## src/rtl/beatmap_pkg.sv

```systemverilog
// Definitions shared by the beatmap generators, this scheduler and the note renderer.
// Latency: none; constants, types and a helper function only.
// Backpressure: none.
package beatmap_pkg;

  // Byte value that encodes lane 0; lane k is BASE + k * LANE_STEP.
  localparam int BASE       = 120;
  localparam int LANE_SHIFT = 2;
  localparam int LANE_STEP  = 1 << LANE_SHIFT;
  localparam int LANES      = 5;

  typedef logic [2:0] lane_t;

  // Debug counters stick at all-ones instead of wrapping.
  function automatic logic [7:0] sat_inc8(input logic [7:0] v);
    return (v == 8'hFF) ? v : v + 8'd1;
  endfunction

endpackage

```

## src/rtl/beat_fifo.sv

```systemverilog
// Generic synchronous FIFO with show-ahead read data and an occupancy count.
// Latency: an entry pushed on edge E is visible on pop_dat_o from the cycle after E.
// Backpressure: push on full is dropped unless a pop in the same cycle frees the slot; pop on empty is ignored.
module beat_fifo #(
  parameter int WIDTH = 3,
  parameter int DEPTH = 8
) (
  input  logic                   clk,
  input  logic                   rst_n,
  input  logic                   push_i,
  input  logic [WIDTH-1:0]       push_dat_i,
  input  logic                   pop_i,
  output logic [WIDTH-1:0]       pop_dat_o,
  output logic                   full_o,
  output logic                   empty_o,
  output logic [$clog2(DEPTH):0] level_o
);

  localparam int AW = $clog2(DEPTH);

  logic [WIDTH-1:0] mem_q [DEPTH];
  logic [AW-1:0]    wr_ptr_q;
  logic [AW-1:0]    rd_ptr_q;
  logic [AW:0]      level_q;
  logic             do_push;
  logic             do_pop;

  assign empty_o   = (level_q == '0);
  assign full_o    = (level_q == (AW+1)'(DEPTH));
  assign do_pop    = pop_i && !empty_o;
  assign do_push   = push_i && (!full_o || do_pop);
  assign pop_dat_o = mem_q[rd_ptr_q];
  assign level_o   = level_q;

  // Storage array; contents are don't-care until written, so no reset.
  always_ff @(posedge clk) begin
    if (do_push) begin
      mem_q[wr_ptr_q] <= push_dat_i;
    end
  end

  // Pointers wrap naturally because DEPTH is a power of two.
  always_ff @(posedge clk or negedge rst_n) begin
    if (!rst_n) begin
      wr_ptr_q <= '0;
      rd_ptr_q <= '0;
      level_q  <= '0;
    end else begin
      if (do_push) wr_ptr_q <= wr_ptr_q + AW'(1);
      if (do_pop)  rd_ptr_q <= rd_ptr_q + AW'(1);
      level_q <= level_q + {{AW{1'b0}}, do_push} - {{AW{1'b0}}, do_pop};
    end
  end

endmodule

```

## src/rtl/beatmap_note_scheduler.sv

```systemverilog
// Decodes beatmap bytes into lanes, queues them, and releases at most one note per beat.
// Latency: byte-in to note_valid is 3 clocks minimum (register, push, pop) when a beat is already pending.
// Backpressure: note held until note_ready; a blocked beat stays pending and later beats merge into it.
module beatmap_note_scheduler #(
  parameter int BASE        = beatmap_pkg::BASE,
  parameter int LANES       = beatmap_pkg::LANES,
  parameter int DEPTH       = 8,
  parameter int BEAT_PERIOD = 50_000_000
) (
  input  logic                   clk,
  input  logic                   resetn,
  input  logic                   data_en,
  input  logic [7:0]             data,
  output logic                   note_valid,
  output beatmap_pkg::lane_t     note_lane,
  input  logic                   note_ready,
  output logic [$clog2(DEPTH):0] fifo_level,
  output logic [7:0]             bad_cnt,
  output logic [7:0]             ovf_cnt,
  output logic [7:0]             miss_cnt
);

  import beatmap_pkg::*;

  localparam int CW = $clog2(BEAT_PERIOD);

  logic          in_en_q;
  logic [7:0]    in_dat_q;
  logic [CW-1:0] beat_cnt_q,  beat_cnt_d;
  logic          beat_pend_q, beat_pend_d;
  logic          note_valid_q, note_valid_d;
  lane_t         note_lane_q,  note_lane_d;
  logic [7:0]    bad_q,  bad_d;
  logic [7:0]    ovf_q,  ovf_d;
  logic [7:0]    miss_q, miss_d;

  logic [8:0]    diff;
  logic [8:0]    lane_idx;
  logic          byte_ok;
  lane_t         dec_lane;

  logic          beat_wrap;
  logic          slot_free;
  logic          pop;
  logic          pend_done;
  logic          push;

  logic          fifo_full;
  logic          fifo_empty;
  lane_t         fifo_dat;

  // Stage 1: capture the raw byte and its qualifier every clock.
  always_ff @(posedge clk or negedge resetn) begin
    if (!resetn) begin
      in_en_q  <= 1'b0;
      in_dat_q <= '0;
    end else begin
      in_en_q  <= data_en;
      in_dat_q <= data;
    end
  end

  // Stage 2 decode in 9-bit arithmetic so bytes below BASE cannot wrap into a lane.
  always_comb begin
    diff     = {1'b0, in_dat_q} - 9'(BASE);
    lane_idx = diff >> LANE_SHIFT;
    byte_ok  = ({1'b0, in_dat_q} >= 9'(BASE)) &&
               (diff[LANE_SHIFT-1:0] == '0) &&
               (lane_idx < 9'(LANES));
    dec_lane = lane_t'(lane_idx);
  end

  // Beat timing and release decision; a pending beat retires on a pop or on an empty FIFO.
  always_comb begin
    beat_wrap   = (beat_cnt_q == CW'(BEAT_PERIOD - 1));
    slot_free   = !note_valid_q || note_ready;
    pop         = beat_pend_q && !fifo_empty && slot_free;
    pend_done   = beat_pend_q && (fifo_empty || slot_free);
    push        = in_en_q && byte_ok;
    beat_cnt_d  = beat_wrap ? '0 : beat_cnt_q + CW'(1);
    beat_pend_d = beat_wrap || (beat_pend_q && !pend_done);
  end

  // Output slot: a popped lane overwrites the slot; otherwise an accepted note empties it.
  always_comb begin
    note_valid_d = note_valid_q;
    note_lane_d  = note_lane_q;
    if (pop) begin
      note_valid_d = 1'b1;
      note_lane_d  = fifo_dat;
    end else if (note_ready) begin
      note_valid_d = 1'b0;
    end
  end

  // Debug counters; a beat wrapping onto a still-blocked beat counts as one miss.
  always_comb begin
    bad_d  = bad_q;
    ovf_d  = ovf_q;
    miss_d = miss_q;
    if (in_en_q && !byte_ok)            bad_d = sat_inc8(bad_q);
    if (push && fifo_full && !pop)      ovf_d = sat_inc8(ovf_q);
    if ((beat_pend_q && fifo_empty) ||
        (beat_wrap && beat_pend_q && !pend_done))
      miss_d = sat_inc8(miss_q);
  end

  // State registers for the timer, output slot and counters.
  always_ff @(posedge clk or negedge resetn) begin
    if (!resetn) begin
      beat_cnt_q   <= '0;
      beat_pend_q  <= 1'b0;
      note_valid_q <= 1'b0;
      note_lane_q  <= '0;
      bad_q        <= '0;
      ovf_q        <= '0;
      miss_q       <= '0;
    end else begin
      beat_cnt_q   <= beat_cnt_d;
      beat_pend_q  <= beat_pend_d;
      note_valid_q <= note_valid_d;
      note_lane_q  <= note_lane_d;
      bad_q        <= bad_d;
      ovf_q        <= ovf_d;
      miss_q       <= miss_d;
    end
  end

  beat_fifo #(
    .WIDTH ($bits(lane_t)),
    .DEPTH (DEPTH)
  ) u_fifo (
    .clk        (clk),
    .rst_n      (resetn),
    .push_i     (push),
    .push_dat_i (dec_lane),
    .pop_i      (pop),
    .pop_dat_o  (fifo_dat),
    .full_o     (fifo_full),
    .empty_o    (fifo_empty),
    .level_o    (fifo_level)
  );

  assign note_valid = note_valid_q;
  assign note_lane  = note_lane_q;
  assign bad_cnt    = bad_q;
  assign ovf_cnt    = ovf_q;
  assign miss_cnt   = miss_q;

endmodule

```

## config.mk

```make
export PLATFORM = sky130hd
export DESIGN_NAME = beatmap_note_scheduler
export DESIGN_NICKNAME = d
export VERILOG_FILES = /design/src/rtl/beatmap_pkg.sv /design/src/rtl/beat_fifo.sv /design/src/rtl/beatmap_note_scheduler.sv
export SDC_FILE = /design/constraint.sdc
export NUM_CORES = 1
export LEC_CHECK = 0
export BUFFER_PORTS_ARGS = -buffer_cell sky130_fd_sc_hd__clkbuf_2
export CAP_MARGIN = 5
export CORE_MARGIN = 3
export CORE_UTILIZATION = 55
export CTS_BUF_LIST = sky130_fd_sc_hd__clkbuf_8
export DETAILED_ROUTE_END_ITERATION = 7
export PLACE_DENSITY = 0.78
export SYNTH_ARGS = -nofsm -noshare
export SYNTH_HDL_FRONTEND = slang
export SYNTH_SLANG_ARGS = --single-unit
```

## constraint.sdc

```tcl
create_clock -name clk -period 2.46 [get_ports clk]
set_clock_uncertainty 0.1 [all_clocks]
set_input_delay 0.246 -clock clk [delete_from_list [all_inputs] [get_ports clk]]
set_output_delay 0.246 -clock clk [all_outputs]
set_load 0.02 [all_outputs]
```

==> impl_metrics.py <==
metrics = {
    "die": {
        "rows": 32,
        "dieArea_sq_um": 9321,
        "die_x_um": 96.55,
        "io_pins": 44,
        "start_util": 0.5746,
        "coreArea_sq_um": 7848,
        "die-height_um": 96.55,
    },
    "setup_path": {
        "path_buf_inv": 4,
        "r2r_cells": 11,
        "cp_common_cell": "inv_2",
        "rrSetupSlack_ps": 60,
        "crit_path_cell_trace": "inv_4 > ha_4 > or3b_4 > nand3_4 > inv_2 > ha_2 > inv_2 > ha_4 > inv_2 > fa_1 > xnor2_1",
        "path_max_fanout": 3,
        "crit_type": "reg -> reg",
        "cp-end-kind": "flip-flop",
        "crit_start": "u_fifo.level_o[2]$_DFF_PN0_",
        "startpoint_type": "flip-flop",
        "r2r-end": "u_fifo.level_o[2]$_DFF_PN0_",
        "r2r-start": "u_fifo.level_o[2]$_DFF_PN0_",
        "arrival_ps": 2570,
        "crit_required_ps": 2620,
        "crit_family": "adder cells",
        "crit_slowest_cell": "dfrtp_2",
        "slowest_delay_ps": 440,
    },
    "global_routing": {
        "grt_pass1_wl_mm": 14.12,
        "grt_pass1_vias": 2897,
        "grt_max_degree": 53,
        "track_usage": 0.2021,
        "grt_remaining_overflow": 0,
        "antenna_found_initial": 0,
    },
    "clock_network": {
        "cts.path.max_buffers": 2,
        "cts_sinks": 98,
        "clkLatencyLatePin_ps": 380,
        "cts_max_level": 3,
        "clkSlewWorstSetupHoldPaths_ps": 100,
        "clockRootBuffer": "clkbuf_8",
        "cts_tree": "done",
        "cts_made_buffers": 9,
    },
    "timing": {
        "worst_pin_slew_ps": 679.9,
        "report.final.slew_viol_count": 0,
        "finalHoldViolations": 0,
        "relSlewSlack": 0.5467,
        "setup_viol": 0,
        "max_freq_mhz": 416.3,
        "fin_crit_sh": 0.9764,
        "fin_crit_ps": 2402,
        "rsz0062_at_grt": "yes",
        "hold_slack_ps": 119.8,
    },
    "power_and_ir_drop": {
        "p_per_area_nw_per_um2": 647.6,
        "leakagePower_nw": 2.403,
        "finalPower_mw": 3.538,
        "ir_drop_uv": 595.9,
    },
    "synthesis": {
        "yosys.area_share.xor_xnor": 0.08546,
        "syn_area_sq_um": 4509,
        "yosys.area_share.simple": 0.1723,
        "yosysSeqAreaShare": 0.5705,
        "synthTopCellsByArea": "dfrtp_1, edfxtp_1, xnor2_1, ha_1, xor2_1",
        "synth.ff_latch_count": 98,
        "synth_cells": 363,
        "synthMuxAreaShare": 0.05133,
        "syn-mean-instance-area_sq_um": 12.42,
        "synth_top_flop_cell": "dfrtp_1",
        "synth_top_family_by_area": "simple AND/OR/NAND/NOR gates",
        "synthAdderAreaFrac": 0.04606,
        "synth_edf_count": 24,
        "yosys_warnings": 0,
        "yosys.area.top_type_share": 0.4107,
        "synth_fp_nets": 391,
        "synth_largest_area_cell": "dfrtp_1",
        "async_flop_share": 0.7551,
        "synth_cell_types": 55,
        "synth_compound_area_frac": 0.05078,
    },
    "cells_and_area": {
        "num-nets-final": 470,
        "layout_commonest_cell": "dfrtp_1",
        "design_area_sq_um": 5463,
        "layout_common_cells": "dfrtp_1, clkbuf_2, buf_4",
        "fin_cells": 549,
        "area_growth_pct": 21.14,
        "layout-drive-gt1-share": 0.3132,
        "antenna_cells": 0,
    },
    "place": {
        "dp_cells": 519,
        "place_area_sq_um": 5060,
        "dp_hpwl_mm": 5.968,
        "place_congestion": 0.8310,
        "port_buffers": 43,
    },
    "hold_path": {
        "hold_class": "in -> reg",
        "hold_depth": 3,
        "min_delay_worst_endpoint": "note_valid$_DFFE_PN0P_",
        "holdCritStartpoint": "note_ready",
    },
    "routing": {
        "dr.pass1.iters": 4,
        "vias_per_cell": 5.534,
        "drc": 0,
        "ant_nets": 0,
        "dr_total_vias": 3038,
        "wl_per_cell_um": 15.94,
        "wl_mm": 8.753,
        "first_iter_violations": 168,
    },
    "flow_run": {
        "max_cap_violations": 0,
    },
    "outcome": {
        "outcome": "completed",
    },
}
## metrics by stage
step | utilization | setup TNS, ps | setup slack [ps]
after floorplan | - | 0 | 1.255
after global placement | 0.6448 | 0 | 71.42
after CTS | 0.6846 | 0 | 0.8487
after global routing | 0.6961 | -79.09 | -33.36
final | 0.6961 | 0 | 58.09
after detailed placement | 0.6448 | -272.3 | -27.31
## logic make-up after synthesis
kind of cell               count (synthesis)
xor gates and xnor gates                  44
AOI/OAI and AO/OA                         29
muxes                                     15
buffers and inverters                     28
adders and majority gates                 16
and+or+nand+nor                          133
DFF                                       98
## cells in the mapped netlist, types with 4 or more instances
master and n:
a21oi_1 6, and3_1 9, and4_1 8, clkbuf_1 6, dfrtp_1 74, edfxtp_1 24, ha_1 15, inv_1 18
mux2i_1 4, mux4_2 6, nand2_1 25, nand3_1 25, nand4_1 10, nor2_1 24, nor3_1 4, nor3b_1 4
o21ai_0 5, xnor2_1 24, xor2_1 20
## worst reg2reg max path, stage by stage (launching register included)
cell     delay [ps]
dfrtp_2         440
inv_4            80
ha_4            140
or3b_4          410
nand3_4         100
inv_2            50
ha_2            250
inv_2            70
ha_4            130
inv_2            30
fa_1            370
xnor2_1         130
## cell type report
| cell class | instances | area, sq um |
|---|---|---|
| Multi-Input combinational cell | 237 | 1969 |
| Sequential cell | 98 | 2576 |
| Tap cell | 102 | 127.6 |
| Fill cell | 576 | 2385 |
| Clock inverter | 7 | 72.57 |
| Timing Repair Buffer | 78 | 518.0 |
| Clock buffer | 9 | 123.9 |
| Inverter | 18 | 75.07 |
## routing by layer
metal	share of wire	wire length (um)	track usage	up-vias
li1	-	-	-	1450
met1	0.45	3939	0.2750	1506
met2	0.49	4272	0.3178	66
met5	0	0	0	-
met4	0.017	148	0.07009	0
met3	0.045	393	0.05112	16
## flip-flops by register name (all words and copies together), names as in the netlist, 3 cells and up
register	flops
beat_cnt_q	26
u_fifo.mem_q	24
bad_cnt	8
in_dat_q	8
miss_cnt	8
ovf_cnt	8
u_fifo.level_o	4
note_lane	3
u_fifo.rd_ptr_q	3
u_fifo.wr_ptr_q	3
## where the power goes
group	internal, mW	total (mW)	switching, mW
Clock	0.397	1.02	0.623
Combinational	0.269	0.618	0.349
Sequential	1.77	1.90	0.132
## worst max-delay path by stage
stage	slack [ps]	endpoint	cells after the start
2_1_floorplan	1	u_fifo.level_o[2]$_DFF_PN0_	11
3_3_place_gp	70	u_fifo.mem_q[1][0]$_DFFE_PP_	8
3_5_place_dp	-30	u_fifo.level_o[2]$_DFF_PN0_	11
4_1_cts	0.8	u_fifo.level_o[2]$_DFF_PN0_	11
5_1_grt	-30	u_fifo.level_o[2]$_DFF_PN0_	10
6_report	60	u_fifo.level_o[2]$_DFF_PN0_	11
## what timing repair did
action,in CTS,in global routing
setup endpoints to repair,17,27
cloned,0,0
hold buffers,10,0
setup buffers,1,3
gates resized for setup,2,17
pin swaps,1,7
endpoints found under the hold margin,60,0
Note: power is estimated with default switching activity, not from simulation.
